**src/rtl/noc_word_injector_if.sv**
```systemverilog
`default_nettype none
// ============================================================================
//  noc_word_injector_if
//  Load/replay/status bundle between the NoC word injector and its host.
//  Rev 1.0
// ============================================================================
interface noc_word_injector_if #(
    parameter int BIT_WIDTH = 4,
    parameter int LOG_N_ADD = 3,
    parameter int CTRL_BIT  = 1,
    parameter int LOG_N_CH  = 4,
    parameter int LOG_DEPTH = 2
);
    localparam int N_CH = 2 ** LOG_N_CH;
    localparam int W    = CTRL_BIT + LOG_N_ADD + BIT_WIDTH;
    localparam int CW   = LOG_DEPTH + 1;

    logic [N_CH-1:0]    ld;
    logic [N_CH*W-1:0]  data_in;
    logic               start;
    logic               mode;
    logic               stop;
    logic               clear;
    logic [N_CH-1:0]    stall;
    logic [N_CH*W-1:0]  out;
    logic [N_CH*CW-1:0] fill;
    logic               busy;
    logic               done;

    modport master (
        output ld, data_in, start, mode, stop, clear, stall,
        input  out, fill, busy, done
    );

    modport slave (
        input  ld, data_in, start, mode, stop, clear, stall,
        output out, fill, busy, done
    );
endinterface
`default_nettype wire

```
**src/rtl/noc_word_injector.sv**
```systemverilog
`default_nettype none
// ============================================================================
//  noc_word_injector
//  Per-channel word buffers, loaded by strobes and replayed into the NoC.
//  Rev 1.0
// ============================================================================
module noc_word_injector #(
    parameter int BIT_WIDTH = 4,
    parameter int LOG_N_ADD = 3,
    parameter int CTRL_BIT  = 1,
    parameter int LOG_N_CH  = 4,
    parameter int LOG_DEPTH = 2
) (
    input  logic               clk,
    input  logic               rst,
    noc_word_injector_if.slave bus
);
    localparam int N_CH  = 2 ** LOG_N_CH;
    localparam int DEPTH = 2 ** LOG_DEPTH;
    localparam int W     = CTRL_BIT + LOG_N_ADD + BIT_WIDTH;
    localparam int CW    = LOG_DEPTH + 1;

    typedef enum logic [1:0] {
        ST_IDLE = 2'd0,
        ST_RUN  = 2'd1,
        ST_DONE = 2'd2
    } state_t;

    logic [N_CH-1:0] run_vec;
    logic [N_CH-1:0] done_vec;

    generate
        for (genvar i = 0; i < N_CH; i++) begin : g_ch
            state_t               state;
            state_t               state_nx;
            logic [W-1:0]         mem [DEPTH];
            logic [LOG_DEPTH-1:0] wr_ptr;
            logic [LOG_DEPTH-1:0] rd_ptr;
            logic [CW-1:0]        cnt;
            logic [CW-1:0]        sent;
            logic                 mode_q;
            logic [W-1:0]         word;
            logic                 do_load;
            logic                 do_start;
            logic                 do_clear;
            logic                 consume;
            logic                 last_word;
            logic                 last_ptr;

            assign word      = mem[rd_ptr];
            assign last_word = (sent == cnt - CW'(1));
            assign last_ptr  = (CW'(rd_ptr) == cnt - CW'(1));

            always_comb begin
                state_nx = state;
                do_load  = 1'b0;
                do_start = 1'b0;
                do_clear = 1'b0;
                consume  = 1'b0;
                case (state)
                    ST_IDLE: begin
                        if (bus.start) begin
                            do_start = 1'b1;
                            state_nx = (cnt != '0) ? ST_RUN : ST_DONE;
                        end else if (bus.ld[i] && (cnt < CW'(DEPTH))) begin
                            do_load = 1'b1;
                        end
                    end
                    ST_RUN: begin
                        // Bubbles (V=0) drain even under backpressure.
                        consume = !word[W-1] || !bus.stall[i];
                        if (bus.stop || (consume && last_word && !mode_q)) begin
                            state_nx = ST_DONE;
                        end
                    end
                    ST_DONE: begin
                        if (bus.clear) begin
                            do_clear = 1'b1;
                            state_nx = ST_IDLE;
                        end
                    end
                    default: state_nx = ST_IDLE;
                endcase
            end

            always_ff @(posedge clk) begin
                if (!rst) begin
                    state <= ST_IDLE;
                end else begin
                    state <= state_nx;
                end
            end

            always_ff @(posedge clk) begin
                if (!rst) begin
                    wr_ptr <= '0;
                    rd_ptr <= '0;
                    cnt    <= '0;
                    sent   <= '0;
                    mode_q <= 1'b0;
                end else begin
                    if (do_load) begin
                        wr_ptr <= wr_ptr + LOG_DEPTH'(1);
                        cnt    <= cnt + CW'(1);
                    end
                    if (do_start) begin
                        mode_q <= bus.mode;
                        rd_ptr <= '0;
                        sent   <= '0;
                    end
                    if (consume) begin
                        rd_ptr <= last_ptr ? '0 : rd_ptr + LOG_DEPTH'(1);
                        sent   <= last_word ? '0 : sent + CW'(1);
                    end
                    if (do_clear) begin
                        wr_ptr <= '0;
                        rd_ptr <= '0;
                        cnt    <= '0;
                        sent   <= '0;
                    end
                end
            end

            always_ff @(posedge clk) begin
                if (rst && do_load) begin
                    mem[wr_ptr] <= bus.data_in[(i+1)*W-1 -: W];
                end
            end

            assign bus.out[(i+1)*W-1 -: W]   = (state == ST_RUN) ? word : '0;
            assign bus.fill[(i+1)*CW-1 -: CW] = cnt;
            assign run_vec[i]                 = (state == ST_RUN);
            assign done_vec[i]                = (state == ST_DONE);
        end
    endgenerate

    assign bus.busy = |run_vec;
    assign bus.done = &done_vec;

endmodule
`default_nettype wire

```
**src/flat_wrapper.sv**
```systemverilog
// flat-port wrapper written by rule: the top's interface ports become plain ports
module noc_word_injector_flat 
#(
    parameter int BIT_WIDTH = 4,
    parameter int LOG_N_ADD = 3,
    parameter int CTRL_BIT  = 1,
    parameter int LOG_N_CH  = 4,
    parameter int LOG_DEPTH = 2
)
  (clk, rst, bus_ld, bus_data_in, bus_start, bus_mode, bus_stop, bus_clear, bus_stall, bus_out, bus_fill, bus_busy, bus_done);
  noc_word_injector_if #(.BIT_WIDTH(BIT_WIDTH), .LOG_N_ADD(LOG_N_ADD), .CTRL_BIT(CTRL_BIT), .LOG_N_CH(LOG_N_CH), .LOG_DEPTH(LOG_DEPTH)) bus_i ();
  input  logic clk;
  input  logic rst;
  input wire logic [$bits(bus_i.ld)-1:0] bus_ld;
  input wire logic [$bits(bus_i.data_in)-1:0] bus_data_in;
  input wire logic [$bits(bus_i.start)-1:0] bus_start;
  input wire logic [$bits(bus_i.mode)-1:0] bus_mode;
  input wire logic [$bits(bus_i.stop)-1:0] bus_stop;
  input wire logic [$bits(bus_i.clear)-1:0] bus_clear;
  input wire logic [$bits(bus_i.stall)-1:0] bus_stall;
  output wire logic [$bits(bus_i.out)-1:0] bus_out;
  output wire logic [$bits(bus_i.fill)-1:0] bus_fill;
  output wire logic [$bits(bus_i.busy)-1:0] bus_busy;
  output wire logic [$bits(bus_i.done)-1:0] bus_done;
  assign bus_i.ld = bus_ld;
  assign bus_i.data_in = bus_data_in;
  assign bus_i.start = bus_start;
  assign bus_i.mode = bus_mode;
  assign bus_i.stop = bus_stop;
  assign bus_i.clear = bus_clear;
  assign bus_i.stall = bus_stall;
  assign bus_out = bus_i.out;
  assign bus_fill = bus_i.fill;
  assign bus_busy = bus_i.busy;
  assign bus_done = bus_i.done;
  noc_word_injector #(.BIT_WIDTH(BIT_WIDTH), .LOG_N_ADD(LOG_N_ADD), .CTRL_BIT(CTRL_BIT), .LOG_N_CH(LOG_N_CH), .LOG_DEPTH(LOG_DEPTH)) u_core (.clk(clk), .rst(rst), .bus(bus_i));
endmodule
```
**config.mk**
```make
export PLATFORM = sky130hd
export DESIGN_NAME = noc_word_injector_flat
export DESIGN_NICKNAME = d
export VERILOG_FILES = /design/src/rtl/noc_word_injector_if.sv /design/src/rtl/noc_word_injector.sv /design/src/flat_wrapper.sv
export SDC_FILE = /design/constraint.sdc
export NUM_CORES = 1
export LEC_CHECK = 0
export BUFFER_PORTS_ARGS = -buffer_cell sky130_fd_sc_hd__buf_4
export CAP_MARGIN = 20
export CORE_MARGIN = 4
export CORE_UTILIZATION = 52
export DETAILED_ROUTE_END_ITERATION = 12
export PLACE_DENSITY_LB_ADDON = 0.1
export SLEW_MARGIN = 20
export SYNTH_ARGS = -nofsm -noshare
export SYNTH_HDL_FRONTEND = slang
export SYNTH_SLANG_ARGS = --single-unit
```
**constraint.sdc**
```tcl
create_clock -name clk -period 4.8 [get_ports clk]
set_input_delay 1.2 -clock clk [delete_from_list [all_inputs] [get_ports clk]]
set_output_delay 1.2 -clock clk [all_outputs]
set_load 0.01 [all_outputs]
```
==> results of run 1 <==
-- cells in the mapped netlist, types with 37 or more instances --
cell        n  area [µm²]
nand3_1    41         205
xnor2_1    73         639
a21oi_1    40         200
nor2b_1   152         951
ha_1      128        1600
inv_1      95         357
mux2i_1    46         460
xor2_1     37         324
nor2_1    128         480
dfxtp_1   240        4800
nand2_1    63         236
mux4_2    106        2390
nand2b_1   65         407
edfxtp_1  512       15400
clkbuf_1   79         297
and3_1     76         475
-- how the worst max path moves through the flow --
stage                            startpoint  cells after the start                   endpoint  slack, ns
finish              u_core.g_ch[9].state[1]                      4                   bus_busy       0.93
detailed placement                bus_start                      4  u_core.g_ch[12].mem[0][5]       1.43
global route        u_core.g_ch[9].state[1]                      4                   bus_busy       0.78
global placement                  bus_ld[2]                      4   u_core.g_ch[2].mem[0][1]       1.21
floorplan           u_core.g_ch[6].state[1]                      5                   bus_busy       2.02
CTS                 u_core.g_ch[9].state[1]                      4                   bus_busy       0.86
-- worst max-delay path, cell delays in order (launching register included) --
cell,delay (ns)
dfxtp_1,0.45
nand2b_1,0.68
nand4_1,0.19
or4_1,0.56
buf_4,0.18
-- power groups by stage --
stage	clock network, µW	registers [µW]	logic, µW
final	6270	7320	1410
after global placement	0	7450	1370
after floorplan	0	7380	932
after detailed placement	0	7460	1410
after CTS	6420	7320	1420
after global routing	6680	7350	1560
-- stage by stage --
| step | instances | power [µW] | util [%] | area, µm² |
|---|---|---|---|---|
| 3_5_place_dp | 3429 | 8870 | 57.7 | 36400 |
| 6_report | 3578 | 15000 | 62.0 | 39100 |
| 3_3_place_gp | 3429 | 8820 | 57.7 | 36400 |
| 4_1_cts | 3576 | 15200 | 62.0 | 39100 |
| 2_1_floorplan | 2340 | 8310 | - | 33200 |
| 5_1_grt | 3577 | 15600 | 62.0 | 39100 |
-- registers in the layout (all words and copies together) (netlist names), named ones only --
| signal | cells |
|---|---|
| u_core.g_ch.sent | 48 |
| u_core.g_ch.cnt | 48 |
| u_core.g_ch.mem | 512 |
| u_core.g_ch.mode_q | 16 |
| u_core.g_ch.state | 32 |
| u_core.g_ch.rd_ptr | 32 |
| u_core.g_ch.wr_ptr | 32 |
-- cells in the final DEF, fill, tap and decap left out, types with 16 or more instances in the layout --
cell / n
a21boi_0: 24
a21o_1: 34
a21oi_1: 40
and2_1: 20
and3_1: 76
and4_1: 16
buf_4: 350
clkbuf_16: 82
dfxtp_1: 240
edfxtp_1: 512
ha_1: 128
inv_1: 94
mux2i_1: 46
mux4_2: 106
nand2_1: 63
nand2b_1: 65
nand3_1: 41
nand3b_1: 23
nor2_1: 128
nor2b_1: 152
nor3_1: 32
o21ai_0: 27
xnor2_1: 73
xor2_1: 37
-- kinds of logic (layout without fill, tap and decap cells) --
group / after synthesis / in the layout / share of synthesized area, %
buffers and inverters: 202 / 592 / 2.43
xor gates and xnor gates: 126 / 126 / 4.02
AOI/OAI and AO/OA: 280 / 280 / 6.19
DFF: 752 / 752 / 60.8
and+or+nand+nor: 669 / 669 / 11.4
muxes: 183 / 183 / 10.3
other: 0 / 2 / 0
adders and majority gates: 128 / 128 / 4.83
-- final cells by class --
class / count / share of cell area (%)
Sequential cell: 752 / 51.6
Multi-Input combinational cell: 1386 / 31.2
Timing Repair Buffer: 350 / 6.72
Clock buffer: 102 / 5.55
Tap cell: 846 / 2.71
Clock inverter: 45 / 1.33
Inverter: 95 / 0.912
Antenna cell: 2 / 0.0128
-- routing by layer --
metal  routed length (µm)  share of wire, %  vias to the layer above
met5                   57             0.077                        -
met4                 1880               2.5                        8
met3                 4010               5.4                      129
met2                36400                49                      526
met1                31300                43                    10000
li1                     -                 -                     9448
==> results.toml, run 1 <==
[status]
status = "completed"

[worst_setup_path]
reg2reg_slack_ns = 2.43
critical_path_arrival_ns = 2.67
r2r-start = "u_core.g_ch[2].state[0]"
endpoint_kind = "output port"
cp.required_ns = 3.60
crit_type = "reg2out"
critPathLaunchType = "register"
worstRegToRegCells = 3
path_max_fanout = 11
rr_endpoint = "u_core.g_ch[2].mem[0][4]"

[min_path]
hold_class = "reg2reg"
hold_depth = 2
hold_end = "u_core.g_ch[8].mode_q"
hold_start = "u_core.g_ch[8].mode_q"

[synthesis]
synth_cells = 2340
yosysUniqueCellTypes = 66
ys.flop_type = "edfxtp_1"
ys_seq_elements = 752
syn_nets = 2634
yosysWarnings = 0
synth_area_per_cell_um2 = 14.2
syn-cell-area_um2 = 33200
yosysSeqAreaShare_pct = 60.8
synth-edff-count = 512
ys_async_sr_fraction_pct = 0

[sta]
final-setup-viol-count = 0
setup_tns_ns = 0
slew_viol_final = 0
rsz0062_at_grt = "false"
timing.hold.ws_ns = 0.464
finalClockSkew_ns = 0.0257
clock.fmax_mhz = 258
hold_viol = 0
fin_crit_sh_pct = 80.7
setup_ws_ns = 0.926
worstMarginPinSlew_ns = 0.816
fin_crit_ns = 3.87
maxSlewHeadroom_pct = 45.6

[detailed_routing]
drc = 0
drt-total-wl_um = 73700
dr.pass1.iters = 5
final_antenna_net_count = 0
first_iter_violations = 1253
post_drt_via_cell_ratio = 5.62
vias = 20100
drt-wirelength-per-cell_um = 20.6

[grt]
grt_overflow = 0
grt_pass1_wl_um = 113000
gr-usage-met2_pct = 35.9
grt_pass1_vias = 20300
grtUsageMet3_pct = 3.61
grtUsageTotal_pct = 21.3
grt_max_degree = 67
antenna_found_initial = 6
top_usage_layer = "met2"
met1_usage_pct = 28.5

[clock_network]
cts_htree_levels = 3
insertion_delay_ns = 0.62
clkSinkCount = 752
cts.path.max_buffers = 3
clk_pin_slew_ns = 0.06
post_cts_resized = 0
cts_tree = "built"
cts_made_buffers = 80
clockRootBuffer = "clkbuf_16"
postCtsSetupBuffers = 0
ctsHoldBuffers = 0

[place]
dp_slack_ns = 1.43
dp_hpwl_um = 52700
numPortBuffers = 343
globalplace.congestion = 0.835

[cells_and_area]
drive_gt1_share_pct = 22.0
fillerInstances = 4831
seqCellArea_um2 = 20200
multiInputGateArea_um2 = 12200
area.growth.synth_to_final_pct = 17.9
nets = 2959

[floorplanning]
ioPinCount = 344
core_area_um2 = 63100
dieHeight_um = 261
die-area_um2 = 67900
initial_core_util_pct = 52.6
die_w_um = 261
rows = 92

[power]
peakVddDrop_uv = 328
p_switching_uw = 3460
power.internal_uw = 11500
pwr-share-seq_pct = 48.8
cellLeakagePower_uw = 0.0146
swShare_pct = 23.0
power.density_nw_per_um2 = 384
p_clk_share_pct = 41.8
combinationalPowerShare_pct = 9.4

[flow_run]
cap_violations = 0
No activity file was read; power rests on OpenSTA's default activity.
==> run 2, diff against run 1 <==
==> constraint.sdc (replaced) <==
create_clock -name clk -period 3.2 [get_ports clk]
set_input_delay 0.8 -clock clk [delete_from_list [all_inputs] [get_ports clk]]
set_output_delay 0.8 -clock clk [all_outputs]
set_load 0.01 [all_outputs]
==> run 2 against run 1 <==
Net effect:
- utilization increased by 0.16 points
- via count decreased by 1.3%
- die area unchanged
- non-clock buffer count increased by 20
- wire length decreased by 3.1%
- largest cell class unchanged
- highest routed layer unchanged
==> results.toml, run 2 (synthesis results as in run 1) <==
[cells_and_area]
regMostFlops = "u_core.g_ch.mem"
reg_top3 = "u_core.g_ch.mem x512, u_core.g_ch.cnt x48, u_core.g_ch.sent x48"
area.growth.synth_to_final_pct = 18.2
stdcell_count = 3592
nets = 2978
largest_register_ff_count = 512
final_common_cell = "edfxtp_1"
drive_gt1_share_pct = 22.6
fin_area_um2 = 39200
fillerInstances = 4833
final_cell_mix = "edfxtp_1, buf_4, dfxtp_1"

[clock_network]
insertion_delay_ns = 0.61
cts.path.max_buffers = 3
cts_made_buffers = 79
clkSinkCount = 752
cts_tree = "built"
postCtsSetupBuffers = 0
clockRootBuffer = "clkbuf_16"
clk_pin_slew_ns = 0.06
cts_htree_levels = 3

[worst_setup_path]
cp.required_ns = 2.40
cp_common_cell = "buf_4"
cpMaxStageDelayCell = "or4_1"
critPathLaunchType = "register"
slowest_delay_ns = 0.49
rr_endpoint = "u_core.g_ch[11].sent[2]"
path_max_fanout = 12
endpoint_kind = "output port"
crit_type = "reg2out"
critical_path_arrival_ns = 2.32
worstPathCellList = "nand2b_1, buf_4, nand4_1, or4_1, buf_4"
reg2reg_slack_ns = 0.99
worstRegToRegCells = 4

[status]
status = "completed"

[sta]
rsz0062_at_grt = "false"
slew_viol_final = 0
maxSlewHeadroom_pct = 53.6
setup_tns_ns = 0
hold_viol = 0
fin_crit_ns = 3.12
worstMarginPinSlew_ns = 0.695
timing.hold.ws_ns = 0.389
fin_crit_sh_pct = 97.4
finalClockSkew_ns = 0.0189
final-setup-viol-count = 0
clock.fmax_mhz = 321

[detailed_routing]
drt-wirelength-per-cell_um = 19.9
drc = 0
post_drt_via_cell_ratio = 5.53
vias = 19900
dr.pass1.iters = 5
final_antenna_net_count = 0
first_iter_violations = 1341
drt-total-wl_um = 71400

[floorplanning]
rows = 92
dieHeight_um = 261
die-area_um2 = 67900
ioPinCount = 344
initial_core_util_pct = 52.6
core_area_um2 = 63100
die_w_um = 261

[power]
peakVddDrop_uv = 512
cellLeakagePower_uw = 0.0146
power.density_nw_per_um2 = 569

[place]
dpl.cell_count = 3449
numPortBuffers = 343
dpl_cell_area_um2 = 36600
globalplace.congestion = 0.780
dp_hpwl_um = 50500

[min_path]
hold_start = "bus_data_in[52]"
hold_class = "in2reg"
hold_depth = 1
hold_end = "u_core.g_ch[6].mem[1][4]"

[grt]
grt_overflow = 0
antenna_found_initial = 5
grt_pass1_wl_um = 111000
grt_max_degree = 76
grt_pass1_vias = 20200
grtUsageTotal_pct = 20.8

[flow_run]
cap_violations = 0
-- run 2: cell types whose count changed in the layout (fill, tap and decap cells not counted), moves of 2 or more --
cell / change
clkinvlp_4: -4
clkinv_2: +2
buf_4: +18
clkbuf_1: -5
clkinvlp_2: +3
buf_12: +2
dfxtp_2: +3
dfxtp_1: -3
-- run 2: how the worst max path moves through the flow --
stage / startpoint / endpoint / slack (ns) / cells past startpoint
CTS: u_core.g_ch[6].state[1] / bus_busy / 0.04 / 5
detailed placement: bus_start / u_core.g_ch[4].mem[0][5] / 0.42 / 5
floorplan: u_core.g_ch[6].state[1] / bus_busy / 0.82 / 5
global route: u_core.g_ch[9].state[1] / bus_busy / 0.001 / 4
finish: u_core.g_ch[4].state[1] / bus_busy / 0.08 / 5
global placement: bus_start / u_core.g_ch[1].mem[1][0] / 0.46 / 5
-- run 2: stage by stage --
step                      worst slack (ns)  total power, µW  util, %
after floorplan                      0.822            12500        -
after global placement               0.457            13200     58.0
after detailed placement             0.418            13300     58.0
after CTS                           0.0356            22500     62.1
after global routing               0.00150            23200     62.2
final                               0.0824            22300     62.2
-- run 2: final cells by class --
class / count / area (µm²) / share of cell area (%)
Sequential cell: 752 / 20200 / 51.5
Multi-Input combinational cell: 1386 / 12200 / 31.1
Antenna cell: 3 / 7.51 / 0.0191
Inverter: 95 / 357 / 0.909
Tap cell: 846 / 1060 / 2.70
Clock inverter: 45 / 493 / 1.26
Timing Repair Buffer: 370 / 2800 / 7.15
Clock buffer: 95 / 2120 / 5.41
-- run 2: layer usage --
| metal | GRT usage (%) | part of all wire [%] | up-vias |
|---|---|---|---|
| met2 | 35.2 | 50 | 431 |
| met3 | 4.43 | 5.6 | 126 |
| met4 | 6.44 | 2.6 | 6 |
| met1 | 27.1 | 42 | 9829 |
| li1 | - | - | 9460 |
| met5 | 0 | 0.057 | - |
-- run 2: critical path, delay by kind of cell (launching register included) --
family                 cells  cell delay, ns
buffers and inverters      2            0.38
AND/OR/NAND/NOR            3            0.87
flip-flops                 1            0.46
-- run 2: repair_timing --
item,in CTS,in global routing
setup endpoints to repair,1,2
hold buffers,0,0
gates resized for setup,1,3
-- run 2: power by group --
| group | total, µW | internal [µW] | switching [µW] |
|---|---|---|---|
| logic | 2140 | 996 | 1140 |
| clock network | 9180 | 5520 | 3660 |
| registers | 11000 | 10700 | 312 |
